==> src/rtl/seq_control_if.sv <==
// Control/status bundle between the sequencer and the datapath around it.
// Handshake: there is no valid/ready pair here; every input is a level that
// the sequencer samples on each rising clk edge, and every output is a
// register that changes only on a rising clk edge.
interface seq_control_if #(
  parameter int ADDR_W = 64,
  parameter int CNT_W  = 32
);
  logic              start;
  logic              step_mode;
  logic              step;
  logic [ADDR_W-1:0] new_pc;
  logic              imem_er;
  logic              ins_er;
  logic              hlt;
  logic              dmem_er;
  logic [ADDR_W-1:0] pc;
  logic [5:0]        stage_en;
  logic [2:0]        stat;
  logic              running;
  logic [CNT_W-1:0]  cycle_cnt;
  logic [CNT_W-1:0]  instr_cnt;
  logic [3:0]        state_dbg;

  // Datapath / environment side.
  modport master (
    output start, step_mode, step, new_pc, imem_er, ins_er, hlt, dmem_er,
    input  pc, stage_en, stat, running, cycle_cnt, instr_cnt, state_dbg
  );

  // Sequencer side.
  modport slave (
    input  start, step_mode, step, new_pc, imem_er, ins_er, hlt, dmem_er,
    output pc, stage_en, stat, running, cycle_cnt, instr_cnt, state_dbg
  );
endinterface

==> src/rtl/seq_control.sv <==
// Y86-style multi-cycle sequencer: walks FET..PCU one state per cycle,
// supports single-stepping, halts on fetch/memory faults or a halt opcode,
// and keeps saturating cycle / retired-instruction counters.
module seq_control #(
  parameter int ADDR_W     = 64,
  parameter int IMEM_DEPTH = 2048,
  parameter int CNT_W      = 32
) (
  input  logic           clk,
  input  logic           rst_n,
  seq_control_if.slave   bus
);

  typedef enum logic [3:0] {
    S_IDLE   = 4'd0,
    S_FET    = 4'd1,
    S_DEC    = 4'd2,
    S_EXE    = 4'd3,
    S_MEM    = 4'd4,
    S_WB     = 4'd5,
    S_PCU    = 4'd6,
    S_PAUSE  = 4'd7,
    S_HALTED = 4'd8
  } state_t;

  localparam logic [2:0] STAT_AOK = 3'd1;
  localparam logic [2:0] STAT_HLT = 3'd2;
  localparam logic [2:0] STAT_ADR = 3'd3;
  localparam logic [2:0] STAT_INS = 3'd4;

  // Wide enough to hold both pc and IMEM_DEPTH without truncating either.
  localparam int XW = (ADDR_W > 32) ? ADDR_W : 33;
  localparam logic [XW-1:0] DEPTH_X = XW'($unsigned(IMEM_DEPTH));

  state_t           state;
  logic [ADDR_W-1:0] pc_q;
  logic [5:0]       stage_en_q;
  logic [2:0]       stat_q;
  logic             running_q;
  logic [CNT_W-1:0] cycle_q;
  logic [CNT_W-1:0] instr_q;

  logic pc_out_of_range;
  assign pc_out_of_range = (XW'(pc_q) >= DEPTH_X);

  // Sequencer FSM with registered outputs and saturating counters.
  always_ff @(posedge clk) begin
    if (!rst_n) begin
      state      <= S_IDLE;
      pc_q       <= '0;
      stage_en_q <= '0;
      stat_q     <= STAT_AOK;
      running_q  <= 1'b0;
      cycle_q    <= '0;
      instr_q    <= '0;
    end else begin
      // running_q is high exactly in the stage states, so this counts the
      // edge that leaves each stage state, including the one into HALTED.
      if (running_q && (cycle_q != '1)) begin
        cycle_q <= cycle_q + 1'b1;
      end

      case (state)
        S_IDLE: begin
          if (bus.start) begin
            state      <= S_FET;
            stage_en_q <= 6'b000001;
            running_q  <= 1'b1;
          end
        end
        S_FET: begin
          if (bus.imem_er || pc_out_of_range) begin
            state      <= S_HALTED;
            stat_q     <= STAT_ADR;
            stage_en_q <= '0;
            running_q  <= 1'b0;
          end else if (bus.ins_er) begin
            state      <= S_HALTED;
            stat_q     <= STAT_INS;
            stage_en_q <= '0;
            running_q  <= 1'b0;
          end else if (bus.hlt) begin
            state      <= S_HALTED;
            stat_q     <= STAT_HLT;
            stage_en_q <= '0;
            running_q  <= 1'b0;
          end else begin
            state      <= S_DEC;
            stage_en_q <= 6'b000010;
          end
        end
        S_DEC: begin
          state      <= S_EXE;
          stage_en_q <= 6'b000100;
        end
        S_EXE: begin
          state      <= S_MEM;
          stage_en_q <= 6'b001000;
        end
        S_MEM: begin
          if (bus.dmem_er) begin
            state      <= S_HALTED;
            stat_q     <= STAT_ADR;
            stage_en_q <= '0;
            running_q  <= 1'b0;
          end else begin
            state      <= S_WB;
            stage_en_q <= 6'b010000;
          end
        end
        S_WB: begin
          state      <= S_PCU;
          stage_en_q <= 6'b100000;
        end
        S_PCU: begin
          pc_q <= bus.new_pc;
          if (instr_q != '1) begin
            instr_q <= instr_q + 1'b1;
          end
          if (bus.step_mode) begin
            state      <= S_PAUSE;
            stage_en_q <= '0;
            running_q  <= 1'b0;
          end else begin
            state      <= S_FET;
            stage_en_q <= 6'b000001;
          end
        end
        S_PAUSE: begin
          if (bus.step) begin
            state      <= S_FET;
            stage_en_q <= 6'b000001;
            running_q  <= 1'b1;
          end
        end
        S_HALTED: begin
          state <= S_HALTED;
        end
        default: begin
          state      <= S_IDLE;
          stage_en_q <= '0;
          running_q  <= 1'b0;
        end
      endcase
    end
  end

  assign bus.pc        = pc_q;
  assign bus.stage_en  = stage_en_q;
  assign bus.stat      = stat_q;
  assign bus.running   = running_q;
  assign bus.cycle_cnt = cycle_q;
  assign bus.instr_cnt = instr_q;
  assign bus.state_dbg = state;

endmodule
==> src/flat_wrapper.sv <==
// flat-port wrapper written by rule: the top's interface ports become plain ports
module seq_control_flat 
#(
  parameter int ADDR_W     = 64,
  parameter int IMEM_DEPTH = 2048,
  parameter int CNT_W      = 32
)
  (clk, rst_n, bus_start, bus_step_mode, bus_step, bus_new_pc, bus_imem_er, bus_ins_er, bus_hlt, bus_dmem_er, bus_pc, bus_stage_en, bus_stat, bus_running, bus_cycle_cnt, bus_instr_cnt, bus_state_dbg);
  seq_control_if #(.ADDR_W(ADDR_W), .CNT_W(CNT_W)) bus_i ();
  input  logic clk;
  input  logic rst_n;
  input wire logic [$bits(bus_i.start)-1:0] bus_start;
  input wire logic [$bits(bus_i.step_mode)-1:0] bus_step_mode;
  input wire logic [$bits(bus_i.step)-1:0] bus_step;
  input wire logic [$bits(bus_i.new_pc)-1:0] bus_new_pc;
  input wire logic [$bits(bus_i.imem_er)-1:0] bus_imem_er;
  input wire logic [$bits(bus_i.ins_er)-1:0] bus_ins_er;
  input wire logic [$bits(bus_i.hlt)-1:0] bus_hlt;
  input wire logic [$bits(bus_i.dmem_er)-1:0] bus_dmem_er;
  output wire logic [$bits(bus_i.pc)-1:0] bus_pc;
  output wire logic [$bits(bus_i.stage_en)-1:0] bus_stage_en;
  output wire logic [$bits(bus_i.stat)-1:0] bus_stat;
  output wire logic [$bits(bus_i.running)-1:0] bus_running;
  output wire logic [$bits(bus_i.cycle_cnt)-1:0] bus_cycle_cnt;
  output wire logic [$bits(bus_i.instr_cnt)-1:0] bus_instr_cnt;
  output wire logic [$bits(bus_i.state_dbg)-1:0] bus_state_dbg;
  assign bus_i.start = bus_start;
  assign bus_i.step_mode = bus_step_mode;
  assign bus_i.step = bus_step;
  assign bus_i.new_pc = bus_new_pc;
  assign bus_i.imem_er = bus_imem_er;
  assign bus_i.ins_er = bus_ins_er;
  assign bus_i.hlt = bus_hlt;
  assign bus_i.dmem_er = bus_dmem_er;
  assign bus_pc = bus_i.pc;
  assign bus_stage_en = bus_i.stage_en;
  assign bus_stat = bus_i.stat;
  assign bus_running = bus_i.running;
  assign bus_cycle_cnt = bus_i.cycle_cnt;
  assign bus_instr_cnt = bus_i.instr_cnt;
  assign bus_state_dbg = bus_i.state_dbg;
  seq_control #(.ADDR_W(ADDR_W), .IMEM_DEPTH(IMEM_DEPTH), .CNT_W(CNT_W)) u_core (.clk(clk), .rst_n(rst_n), .bus(bus_i));
endmodule
==> config.mk <==
export PLATFORM = sky130hd
export DESIGN_NAME = seq_control_flat
export DESIGN_NICKNAME = d
export VERILOG_FILES = /design/src/rtl/seq_control_if.sv /design/src/rtl/seq_control.sv /design/src/flat_wrapper.sv
export SDC_FILE = /design/constraint.sdc
export NUM_CORES = 1
export LEC_CHECK = 0
export BUFFER_PORTS_ARGS = -buffer_cell sky130_fd_sc_hd__buf_4
export CORE_UTILIZATION = 54
export CTS_CLUSTER_DIAMETER = 200
export CTS_CLUSTER_SIZE = 16
export DETAILED_ROUTE_END_ITERATION = 8
export PLACE_DENSITY = 0.95
export SLEW_MARGIN = 0
export SYNTH_ARGS = -nofsm -noshare
export SYNTH_HDL_FRONTEND = slang
export SYNTH_SLANG_ARGS = --single-unit
==> constraint.sdc <==
create_clock -name clk -period 3.1 [get_ports clk]
set_input_delay 0.62 -clock clk [delete_from_list [all_inputs] [get_ports clk]]
set_output_delay 0.62 -clock clk [all_outputs]
set_load 0.05 [all_outputs]
-- After elaboration in Yosys (flattened, before gate mapping)
Index checks and enable logic that the tools add are counted.
Widths: inputs -> output; s select.
- register bits after elaboration: 142
- input bits: 73
- output and inout bits: 142
- $add $sub $neg: 2
- magnitude comparators: 1
- equal/unequal tests: 15
- muxes and demuxes: 29
- bitwise operators: 2
- reduce and logical (&&, ||, !) cells: 10
- operator list (kind ; number):
    $add 32x1->32 const B ; 2
    $ge 64x12->1 const B ; 1
    $ne 32x32->1 const B ; 2
    $pmux 6 s9 ; 1
    $pmux 4 s9 ; 1
    $mux 4 ; 6
    $mux 6 ; 4
    $eq 4x3->1 const B ; 4
    $mux 3 ; 5
    $eq 4x2->1 const B ; 2
    $mux 1 ; 8
    $ne 2x2->1 const B ; 4
    $pmux 1 s6 ; 1
    $pmux 3 s2 ; 1
    $reduce_and 3->1 ; 2
    $reduce_and 6->1 ; 1
    $mux 5 ; 1
    $eq 4x1->1 const B ; 1
    $eq 4x4->1 const B ; 1
    $logic_not 4->1 ; 1
    $ne 4x3->1 const B ; 1
    $reduce_and 2->1 ; 2
    $reduce_or 4->1 ; 1
    $mux 2 ; 1
    other kinds (4) ; 5

-- Depth between registers and ports, before layout
- depth after elaboration: 4
- depth in mapped cells: 7
- gate-level depth less buffers: 6

-- Worst setup path after synthesis
Ideal clock, no wire load.
- path type: flip-flop to flip-flop
- from: reg u_core.cycle_q[22], in the netlist u_core.bus.cycle_cnt[22]
- to: reg u_core.cycle_q[8], in the netlist u_core.bus.cycle_cnt[8]
- setup time: 0.115 ns
- arrival: 2.340 ns
- data required time: 2.985 ns
- path slack: 0.645 ns
- cell stages (with the launch flop): 8
- path buffers: 2
- path through: dfxtp_1 -> nand4_1 -> or4_1 -> buf_6 -> o31ai_4 -> buf_6 -> nor4_1 -> o21a_1
- word-level cells in the longest chain between the ends: 2
- RTL lines (what ; RTL line ; text):
    from (decl) ; seq_control.sv:40 ; logic [CNT_W-1:0] cycle_q;
    from (signal assigned) ; seq_control.sv:60 ; cycle_q <= cycle_q + 1'b1;
    $ne 32x32->1 ; seq_control.sv:59 ; if (running_q && (cycle_q != '1)) begin
    $logic_and 1x1->1 ; seq_control.sv:59 ;
No other way between the ends.
A chain may end at the register's enable or synchronous reset.

-- Final worst setup path
- from: reg u_core.instr_q[24], in the netlist u_core.bus.instr_cnt[24]
- to: reg u_core.instr_q[17], in the netlist u_core.bus.instr_cnt[17]
- word-level cells in the longest chain between the ends: 2
- RTL lines (what ; RTL line ; text):
    from (decl) ; seq_control.sv:41 ; logic [CNT_W-1:0] instr_q;
    from (signal assigned) ; seq_control.sv:118 ; instr_q <= instr_q + 1'b1;
    $ne 32x32->1 ; seq_control.sv:117 ; if (instr_q != '1) begin
    $reduce_and 2->1 (no source line) ; -- ;
No other way between the ends.

==> key figures <==
Run status
  – Status: finished, final reports clean

Clocking
  – CTS tree: done
  – Hold_buf cts: 0
  – Clock root buffer: clkbuf_16
  – CTS Sinks: 142
  – H-tree depth: 4
  – Cts bufs inserted: 17
  – Worst-Skew Late Latency: 0.42 ns
  – Postcts setup bufs: 0
  – Reg clk slew, reported paths: 0.06 ns
  – CTS resizes: 0
  – Max clock buf depth: 2

Timing
  – Fin Setup TNS: 0 ns
  – Clk_skew: 0.0114 ns
  – Final setup viols: 0
  – Slew HR: 29.9%
  – Fin crit share: 78.7%
  – Fmax: 0.410 GHz
  – Max-slew violation count: 0
  – Min cycle time layout: 2.44 ns
  – Hold slack: 0.444 ns
  – Final Hold Viols: 0
  – RSZ-0062 raised after global routing: no
  – Worst-Margin Slew: 1.05 ns

Floorplan
  – Initial Utilization: 56.6%
  – Core Box Area: 11000 sq um
  – Die W: 109 um
  – Die height: 109 um
  – Row cnt: 38
  – Ports: 215
  – Area of the die: 12000 sq um

Logic synthesis
  – Mapped Area: 6240 sq um
  – Post-synth EDFFs: 0
  – Asr flop ratio synth: 0%
  – Cells after Synth: 781
  – Seq/Total Area, Yosys: 45.6%
  – Netlist cell types: 56
  – #FFs+latches synth: 142
  – Syn_area_per_cell: 7.99 sq um
  – Synthesized net count: 856
  – Synth Warn #: 0
  – Ys flop type: dfxtp_1

Placed design
  – Final HPWL DP: 12700 um
  – GPL Wtd Cong: 0.896
  – # port buffers: 214
  – Placed cells: 1100

Route
  – Drt total wl: 18300 um
  – DRC: 0
  – Post-route ant nets: 0
  – Routed vias/inst: 5.82
  – Routed vias: 6593
  – DR pass1 iterations: 5
  – Routed length per instance: 16.2 um
  – First-iteration detailed-routing DRC count: 506

Power and ir drop
  – PD cells: 477 nW/um^2
  – Net Sw Frac: 23.9%
  – Comb power frac: 6.1%
  – Clock Power Share: 47.8%
  – Switch Pwr: 0.000964 W
  – Pleak: 3.26 nW
  – Int Pwr: 0.00307 W
  – Worst vdd ir: 530 uV
  – Sequential power share: 46.1%

Hold path
  – Cells on Worst Hold Path: 3
  – Hold Crit Class: input port to flip-flop

Global route
  – Total gr overflow: 0
  – Overall Global Routing Usage: 30.2%
  – Vias in the first global route: 6049
  – Top Usage Layer GRT: met2
  – Initial antenna violation count: 0
  – GR Util met3: 8.77%
  – First-pass GRT wire length: 28400 um
  – Pin count of the biggest net entering global routing: 71
  – Met1 Track Usage GR: 34.7%
  – Met2 Usage GRT: 52.2%

Layout
  – Area of the multi-input gates: 3170 sq um
  – Final net count: 1054
  – Most frequent cells in the layout: 222 x buf_4, 170 x nand2_1, 142 x dfxtp_1, 110 x a21oi_1, 43 x o21ai_0
  – Antenna Cells: 0
  – Commonest non-fill, non-tap cell in the layout: buf_4
  – Layout cells sized above 1: 27.3%
  – Area grow syn2layout: 35.7%
  – Storage element area: 2840 sq um
  – Layout fillers: 771
  – Post-route insts no fill: 1132

Setup path
  – Data required, critical path: 3.43 ns
  – Stages on the worst setup path: 5
  – Critical path capture point type: flip-flop
  – Arrival @ worst endpoint: 2.78 ns
  – CP Launch Type: flip-flop
  – Buf+Inv Stages, Crit Path: 0
  – Slowest stage delay, CP: 0.85 ns
  – Crit-path slowest cell: o31ai_2
  – Kind of critical path: flip-flop to flip-flop
  – R2R setup slack: 0.66 ns
  – FF-to-FF path depth: 5
  – Worst-path cell chain: nand4_1 > or3_1 > o31ai_2 > o21ai_0 > a21oi_1
  – Crit path max fanout: 18
  – CP delay by family, top: compound AO/OA/AOI/OAI gates

Run
  – Max_cap viols: 0
cell usage after synthesis (2+ instances only):
master / number / share of area (%)
nor4_1: 26 / 2.6
nand2b_1: 9 / 0.90
and3b_1: 2 / 0.28
clkbuf_1: 35 / 2.1
buf_1: 2 / 0.12
a21oi_1: 110 / 8.8
o31ai_4: 2 / 0.68
o31ai_1: 8 / 0.96
and2_1: 4 / 0.40
o21ai_1: 2 / 0.16
nor4b_1: 2 / 0.28
nor2b_1: 4 / 0.40
o2111ai_1: 2 / 0.28
buf_6: 2 / 0.36
nand3b_1: 3 / 0.36
dfxtp_1: 142 / 46
xor2_1: 5 / 0.70
or4_2: 4 / 0.56
xnor2_1: 4 / 0.56
and3_1: 2 / 0.20
nand3_1: 26 / 2.1
a32oi_1: 2 / 0.28
nor3_1: 7 / 0.56
o21ai_0: 43 / 3.4
nand4_1: 22 / 2.2
o21a_1: 6 / 0.72
a22oi_1: 2 / 0.24
or3_1: 34 / 3.4
or4_1: 7 / 0.84
buf_2: 3 / 0.24
nor2_1: 32 / 1.9
or3_2: 3 / 0.36
and4_1: 6 / 0.84
o31a_1: 3 / 0.42
mux2i_1: 9 / 1.4
inv_1: 11 / 0.66
nand2_1: 170 / 10
ha_1: 2 / 0.40
o211ai_1: 6 / 0.72
tightest hold or removal path, cell delays in order:
cell     delay, ns
buf_4         0.10
nand2_1       0.04
a21oi_1       0.05
sequential cells by signal (all words and copies together), names as in the netlist:
signal,count
u_core.bus.pc,64
u_core.bus.instr_cnt,32
u_core.bus.stat,3
u_core.bus.cycle_cnt,32
u_core.bus.stage_en,6
u_core.bus.running,1
u_core.bus.state_dbg,4
area by class of cell:
cell class / instances / share of cell area (%)
Timing Repair Buffer: 222 / 19.7
Sequential cell: 142 / 33.6
Inverter: 12 / 0.547
Clock inverter: 12 / 1.35
Clock buffer: 20 / 5.28
Tap cell: 140 / 2.07
Multi-Input combinational cell: 584 / 37.5
metal layers:
layer  wire [um]  vias up
met5           0        -
met4         529        0
met3        1540       43
met2        9110      310
met1        7170     3041
li1            -     3199
final timing paths:
check,startpoint,to
worst min-delay path,bus_new_pc[4],u_core.bus.pc[4]$_SDFFE_PN0P_
worst max register to register,u_core.bus.instr_cnt[24]$_SDFFE_PN0P_,u_core.bus.instr_cnt[17]$_SDFFE_PN0P_
worst min register to register,u_core.bus.pc[2]$_SDFFE_PN0P_,u_core.bus.pc[2]$_SDFFE_PN0P_
worst max-delay path,u_core.bus.instr_cnt[24]$_SDFFE_PN0P_,u_core.bus.instr_cnt[17]$_SDFFE_PN0P_
logic make-up after synthesis:
| logic type | after synthesis | share of synthesized area (%) |
|---|---|---|
| AO/OA/AOI/OAI | 194 | 17.9 |
| adder cells (fa/ha/maj) | 2 | 0.401 |
| buffers and inverters | 55 | 3.67 |
| multiplexers | 9 | 1.44 |
| flip-flops | 142 | 45.6 |
| XOR/XNOR | 9 | 1.26 |
| AND/OR/NAND/NOR | 370 | 29.8 |
power by group through the flow:
stage / clock network [W] / registers (W) / logic (W)
5_1_grt: 0.00202 / 0.00186 / 0.000261
3_3_place_gp: 0 / 0.00190 / 0.000241
6_report: 0.00193 / 0.00186 / 0.000246
4_1_cts: 0.00195 / 0.00186 / 0.000245
2_1_floorplan: 0 / 0.00194 / 0.0000927
3_5_place_dp: 0 / 0.00190 / 0.000244
through the flow:
step	setup WS (ns)	utilization, %	total power [W]	instance area, sq um
6_report	0.659	76.7	0.00404	8460
5_1_grt	0.475	76.7	0.00415	8460
4_1_cts	0.708	76.7	0.00405	8460
3_5_place_dp	0.749	71.7	0.00214	7900
3_3_place_gp	0.820	71.7	0.00214	7900
2_1_floorplan	0.645	-	0.00203	6240
No activity file was read; power rests on OpenSTA's default activity.
